[config.mk]
export PLATFORM = sky130hd
export DESIGN_NAME = hazard_ctrl
export DESIGN_NICKNAME = d
export VERILOG_FILES = /design/src/rtl/hazard_ctrl.sv
export SDC_FILE = /design/constraint.sdc
export NUM_CORES = 1
export LEC_CHECK = 0
export CELL_PAD_IN_SITES_DETAIL_PLACEMENT = 0
export CELL_PAD_IN_SITES_GLOBAL_PLACEMENT = 2
export CORE_MARGIN = 10
export CORE_UTILIZATION = 28
export CTS_CLUSTER_SIZE = 40
export DETAILED_ROUTE_END_ITERATION = 10
export PLACE_DENSITY = 0.82
export SLEW_MARGIN = 25
export SYNTH_ARGS = -nofsm -noshare
export SYNTH_HDL_FRONTEND = slang
export SYNTH_SLANG_ARGS = --single-unit
[constraint.sdc]
create_clock -name clk -period 2 [get_ports clk]
set_input_delay 0.4 -clock clk [delete_from_list [all_inputs] [get_ports clk]]
set_output_delay 0.4 -clock clk [all_outputs]
set_load 0.03 [all_outputs]
[src/rtl/hazard_ctrl.sv]
// hazard_ctrl: scoreboard RAW hazard, stall and flush-drain control.
// Optional stall counter port enabled by HAZARD_CTRL_STATS_EN.
module hazard_ctrl #(
  parameter int ADDR_LEN   = 5,
  parameter int PIPE_DEPTH = 3
) (
  input  logic                clk,
  input  logic                rstn,
  input  logic                id_valid,
  input  logic [ADDR_LEN-1:0] id_oper1,
  input  logic [ADDR_LEN-1:0] id_oper2,
  input  logic [ADDR_LEN-1:0] id_dest,
  input  logic                flush,
  output logic                stall,
  output logic                issue,
  output logic                bubble,
  output logic                busy,
  output logic                drained,
  output logic [1:0]          state
`ifdef HAZARD_CTRL_STATS_EN
  ,
  output logic [15:0]         stall_cnt
`endif
);

  typedef enum logic [1:0] {
    RUN   = 2'd0,
    STALL = 2'd1,
    DRAIN = 2'd2
  } state_t;

  typedef struct packed {
    logic                v;
    logic [ADDR_LEN-1:0] addr;
  } sb_ent_t;

  sb_ent_t sb [PIPE_DEPTH];
  state_t  st;
  logic    hit;
  logic    hazard;

  always_comb begin
    hit  = 1'b0;
    busy = 1'b0;
    for (int k = 0; k < PIPE_DEPTH; k++) begin
      busy = busy | sb[k].v;
      if (sb[k].v &&
          (sb[k].addr == id_oper1 ||
           sb[k].addr == id_oper2))
        hit = 1'b1;
    end
  end

  assign hazard = id_valid & hit;
  assign stall  = hazard | flush | (st == DRAIN);
  assign issue  = id_valid & ~stall;
  assign bubble = ~issue;
  assign state  = st;

  // entry 0 is youngest; the oldest retires off the end
  always_ff @(posedge clk) begin
    if (!rstn) begin
      for (int k = 0; k < PIPE_DEPTH; k++)
        sb[k] <= '0;
    end else begin
      sb[0] <= '{v: issue, addr: id_dest};
      for (int k = 1; k < PIPE_DEPTH; k++)
        sb[k] <= sb[k-1];
    end
  end

  always_ff @(posedge clk) begin
    if (!rstn) begin
      st      <= RUN;
      drained <= 1'b0;
    end else begin
      drained <= 1'b0;
      unique case (st)
        RUN, STALL: begin
          if (flush)       st <= DRAIN;
          else if (hazard) st <= STALL;
          else             st <= RUN;
        end
        DRAIN: begin
          if (!busy) begin
            st      <= RUN;
            drained <= 1'b1;
          end
        end
        default: st <= RUN;
      endcase
    end
  end

`ifdef HAZARD_CTRL_STATS_EN
  always_ff @(posedge clk) begin
    if (!rstn)
      stall_cnt <= '0;
    else if (stall && id_valid &&
             stall_cnt != 16'hFFFF)
      stall_cnt <= stall_cnt + 16'd1;
  end
`endif

endmodule

### After elaboration in Yosys (flattened, before gate mapping)

Memory sizes are Yosys's and may differ from the RTL's.
Index checks and enable logic that the tools add are counted.

| cells by class | value |
|---|---|
| eq/ne operators | 9 |
| multiplexer cells | 13 |
| bitwise gates (word level) | 11 |
| reduce and logical (&&, ||, !) cells | 9 |

Operators by type and width:

| operator | number |
|---|---|
| 5-bit == test | 6 |
| 6-bit 2-to-1 mux | 3 |
| 1-bit 2-to-1 mux | 7 |
| 1-bit bitwise OR | 7 |
| 2-bit 2-to-1 mux | 2 |
| 2-bit one-hot mux with 2 select lines | 1 |
| 1-bit logical AND | 3 |
| 1-bit logical OR | 3 |
| 1-bit bitwise AND | 2 |
| 2-bit by 1-bit == test with 1-bit output, second input constant | 1 |
| 2-bit == test, second input constant | 1 |
| 2-bit logical NOT | 1 |
| 2-bit != test, second input constant | 1 |
| 1-bit inverter | 2 |
| 2-bit AND reduction | 1 |
| 2-bit OR reduction | 1 |

| storage, ports and cells | value |
|---|---|
| register bits after elaboration | 3 |
| memory bits (writable) | 18 |
| output and inout bits | 7 |
| memories kept | 1 |

Memory list:

| name | words | bits a word | rd ports | clocked after memory_dff | wr ports | RTL line | RTL |
|---|---|---|---|---|---|---|---|
| sb | 3 | 6 | 3 | 0 | 3 | 37 | `sb_ent_t sb [PIPE_DEPTH];` |

### Logic depth before layout (Yosys ltp)

An unclocked memory read counts as a cell.

| depth | value |
|---|---|
| depth after elaboration | 13 |
| depth in mapped cells | 5 |
| mapped depth without buffers | 5 |

### Worst setup path after synthesis

OpenSTA, ideal clock, no wires.

| timing | value |
|---|---|
| path type | input to output |
| start | input port id_oper2[4] |
| end | output port stall |
| arrival | 1.796 ns |
| path slack | -0.196 ns |
| cell stages on the path | 5 |
| path buffers | 0 |
| cells stage by stage | xor2_1 -> nor4_1 -> nand3_1 -> and4_4 -> o21ai_0 |

| between the ends | value |
|---|---|
| word-level cells in the longest chain between the ends | 9 |

Ends and longest elaborated chain:

| what | RTL line | RTL |
|---|---|---|
| start: declaration | 11 | `input logic [ADDR_LEN-1:0] id_oper2,` |
| 5-bit == test | 49 | `sb[k].addr == id_oper2))` |
| 1-bit logical OR | 48 | `(sb[k].addr == id_oper1 \|\|` |
| 1-bit logical AND | 47 | `if (sb[k].v &&` |
| 1-bit 2-to-1 mux (2 in series) | 47 |  |
| 1-bit 2-to-1 mux (*) | 47 |  |
| 1-bit bitwise AND (*) | 54 | `assign hazard = id_valid & hit;` |
| 1-bit bitwise OR (*) (2 in series) | 55 | `assign stall = hazard \| flush \| (st == DRAIN);` |
| end: declaration | 14 | `output logic stall,` |

Mark *: on every way between the ends. The rest lies on a longest branch, timed or not.

==> out/metrics.cfg <==
[power]
power.leakage_nw = 0.641
p_int_uw = 619
sequentialPowerShare_pct = 52.7
sw_frac_of_total_pct = 27.4
combPwrFrac_pct = 23.0
p_per_area_nw_per_um2 = 557
power.share.clock_pct = 24.4
netSwitchingPower_uw = 233
peakVddDrop_v = 0.000281

[placement]
gp_congestion = 0.787
hpwl_microns = 2060
io_buffers = 25

[worst_setup_path]
path_buf_inv = 2
slowest_stage = dfxtp_2
endpoint_kind = output port
cpPeakStageDelay_ps = 350
start_kind = register
critPathKind = register to output port
worstPathArrival_ps = 1790
worstPathMaxFanout = 3
path_cells = xor2_1, nor4_1, nand3_1, and4_4, buf_6, o21ai_2, buf_6
crit_top_cell = buf_6
crit_family = simple AND/OR/NAND/NOR gates
cp.required_ps = 1600

[detailed_routing]
wl_microns = 2530
drt.antenna.violating_nets = 0
num_vias = 841
first_pass_iters = 4
viasPerCell = 4.29
avgRoutedWirePerCell_microns = 12.9
drcViolationCount = 0
drt_iter0_drc = 27

[cts]
cts_buffer_depth = 2
htree_levels = 1
cts_buffers = 3
root_buffer = clkbuf_4
cts_tree = built
cts_sinks = 21
clk_pin_slew_ps = 120
insertion_delay_ps = 300

[yosys]
synthesis.area_sq_um = 997
synth_top_family_by_area = XOR/XNOR gates
netlist_instances = 101
muxShareOfSynthArea_pct = 0
ys_top_cells_by_area = dfxtp_1 42%, xor2_1 14%, xnor2_1 12%, and2_1 11%, nand3_1 3.5%
synth_compound_area_share_pct = 5.27
synthDominantCellAreaShare_pct = 42.2
ys_seq_elements = 21
yosys.area_share.simple_pct = 25.1
synth-seq-area-share_pct = 42.2
yosys.area.top_type = dfxtp_1
synthXorXnorAreaFrac_pct = 26.3
synthAdderAreaFrac_pct = 0
synth.distinct_cells = 22
avgSynthCellArea_sq_um = 9.87
ys_warn_count = 0
synth_fp_nets = 120

[flow_run]
drv_cap = 0

[timing]
final-hold-violation-count = 0
fin_skew_ps = 2.64
whs_ps = 508
period_share_pct = 109
finalSetupViolCount = 3
fin_ws_ps = -188
fmax_mhz = 457
rsz0062_at_grt = true
period_needed_ps = 2190
max-slew-margin-rel_pct = 79.0
report.final.slew_viol_count = 0
worst_pin_slew_ps = 314

[floorplanning]
row_count = 21
die_w_microns = 79.7
core-area_sq_um = 3390
die_area_sq_um = 6350
die_h_microns = 79.7
ios = 26
start_util_pct = 29.4

[global_routing]
grt_use_met1_pct = 9.74
track_usage_pct = 8.36
grt_start_max_net_pins = 21
grt_pass1_vias = 958
top_usage_layer = met2
grt_antenna_before_repair = 0
overflow = 0
grt_util_met3_pct = 2.93
grt_first_pass_wirelength_microns = 4310
use_met2_pct = 14.2

[cells_and_area]
final_layout_size_suffix_gt1_share_pct = 30.0
utilization_pct = 45.1
syn2layout_area_growth_pct = 53.5
num-nets-final = 170
nFillCells = 332
n_antenna_cell = 0

[outcome]
violations = setup timing
status = finished, violations left

[hold_path]
min_path_type = register to register

## per-layer routing
layer  vias to the layer above  wire, microns
li1                        433              -
met1                       377           1090
met2                        26           1200
met3                         5            219
met4                         0             26
met5                         -              0
## placed cells by master (no fill, tap or decap)
| cell | count |
|---|---|
| and4_4 | 1 |
| buf_6 | 5 |
| buf_4 | 20 |
| nand3_1 | 7 |
| nand2b_1 | 1 |
| a2111oi_4 | 1 |
| clkbuf_4 | 3 |
| xor2_1 | 16 |
| nor3_1 | 1 |
| or3_1 | 1 |
| a21oi_1 | 1 |
| a311oi_2 | 1 |
| nor4_1 | 4 |
| clkdlybuf4s50_1 | 11 |
| clkdlybuf4s15_2 | 2 |
| xnor2_2 | 2 |
| inv_1 | 1 |
| nor2b_1 | 3 |
| dfxtp_1 | 17 |
| xnor2_1 | 12 |
| o21ai_2 | 1 |
| clkinv_2 | 1 |
| and2_1 | 17 |
| nor2_1 | 1 |
| o22ai_2 | 1 |
| and4_2 | 1 |
| dfxtp_2 | 4 |
| and3_2 | 1 |
| clkdlybuf4s15_1 | 4 |
| nand2_1 | 4 |
| clkbuf_2 | 1 |
| dlygate4sd2_1 | 4 |
## cells in the mapped netlist
cell type  instances
inv_1              1
nand2b_1           1
and4_4             1
and2_1            17
a311oi_1           1
nand2_1            4
dfxtp_1           21
clkbuf_1           2
a21oi_1            1
nor3_1             1
or3_1              1
nor2_1             1
nand3_1            7
a2111oi_4          1
o21ai_0            1
xor2_1            16
and4_2             1
o22ai_1            1
nor4_1             4
nor2b_1            3
and3_2             1
xnor2_1           14
## metrics by stage
stage | setup slack, ps | area, sq um | setup TNS, ps | std cells | total power [mW]
2_1_floorplan | 35.3 | 997 | 0 | 101 | 0.541
3_3_place_gp | -839 | 1450 | -2150 | 191 | 0.649
3_5_place_dp | -857 | 1450 | -2220 | 191 | 0.650
4_1_cts | -201 | 1530 | -447 | 196 | 0.861
5_1_grt | -277 | 1530 | -730 | 196 | 0.894
6_report | -188 | 1530 | -454 | 196 | 0.852
## registers in the layout, indices dropped and copies added, names as in the netlist
name	cells
sb	18
state	2
drained	1
## power groups by stage
| stage | combinational (mW) | clock (mW) | sequential (mW) |
|---|---|---|---|
| 2_1_floorplan | 0.0814 | 0 | 0.460 |
| 3_3_place_gp | 0.191 | 0 | 0.457 |
| 3_5_place_dp | 0.192 | 0 | 0.458 |
| 4_1_cts | 0.198 | 0.214 | 0.449 |
| 5_1_grt | 0.213 | 0.230 | 0.452 |
| 6_report | 0.196 | 0.208 | 0.449 |
## repair_timing
action,CTS,global route
gates resized for setup,38,3
endpoints found under the setup margin,4,3
pin swaps,9,4
setup buffers,1,0
hold buffers,0,0
## worst reg2reg max path: cells and delay by family, from the launching register on
| family | cells | cell delay, ps |
|---|---|---|
| buffers and inverters | 2 | 240 |
| DFF | 1 | 350 |
| and+or+nand+nor | 3 | 590 |
| xor gates and xnor gates | 1 | 170 |
| AOI/OAI and AO/OA | 1 | 270 |
## worst paths after layout
check	start	end	slack (ps)	cells past startpoint
setup reg to reg	sb[0][3]	state[0]	280	7
setup / recovery	sb[0][3]	stall	-190	7
hold / removal	sb[0][8]	sb[0][14]	510	1
hold reg to reg	sb[0][8]	sb[0][14]	510	1
## layout make-up
class | count | area [sq um] | area share (%)
Inverter | 1 | 3.75 | 0.245
Timing Repair Buffer | 47 | 419 | 27.4
Clock buffer | 3 | 22.5 | 1.47
Tap cell | 46 | 57.6 | 3.76
Clock inverter | 1 | 5.00 | 0.327
Sequential cell | 21 | 425 | 27.8
Multi-Input combinational cell | 77 | 597 | 39.0
## cell families (layout without fill, tap and decap cells)
group           Yosys count  after routing
buf+inv                   3             52
flops                    21             21
simple gates             42             42
compound gates            5              5
xor+xnor                 30             30
Note: power is estimated with default switching activity, not from simulation.
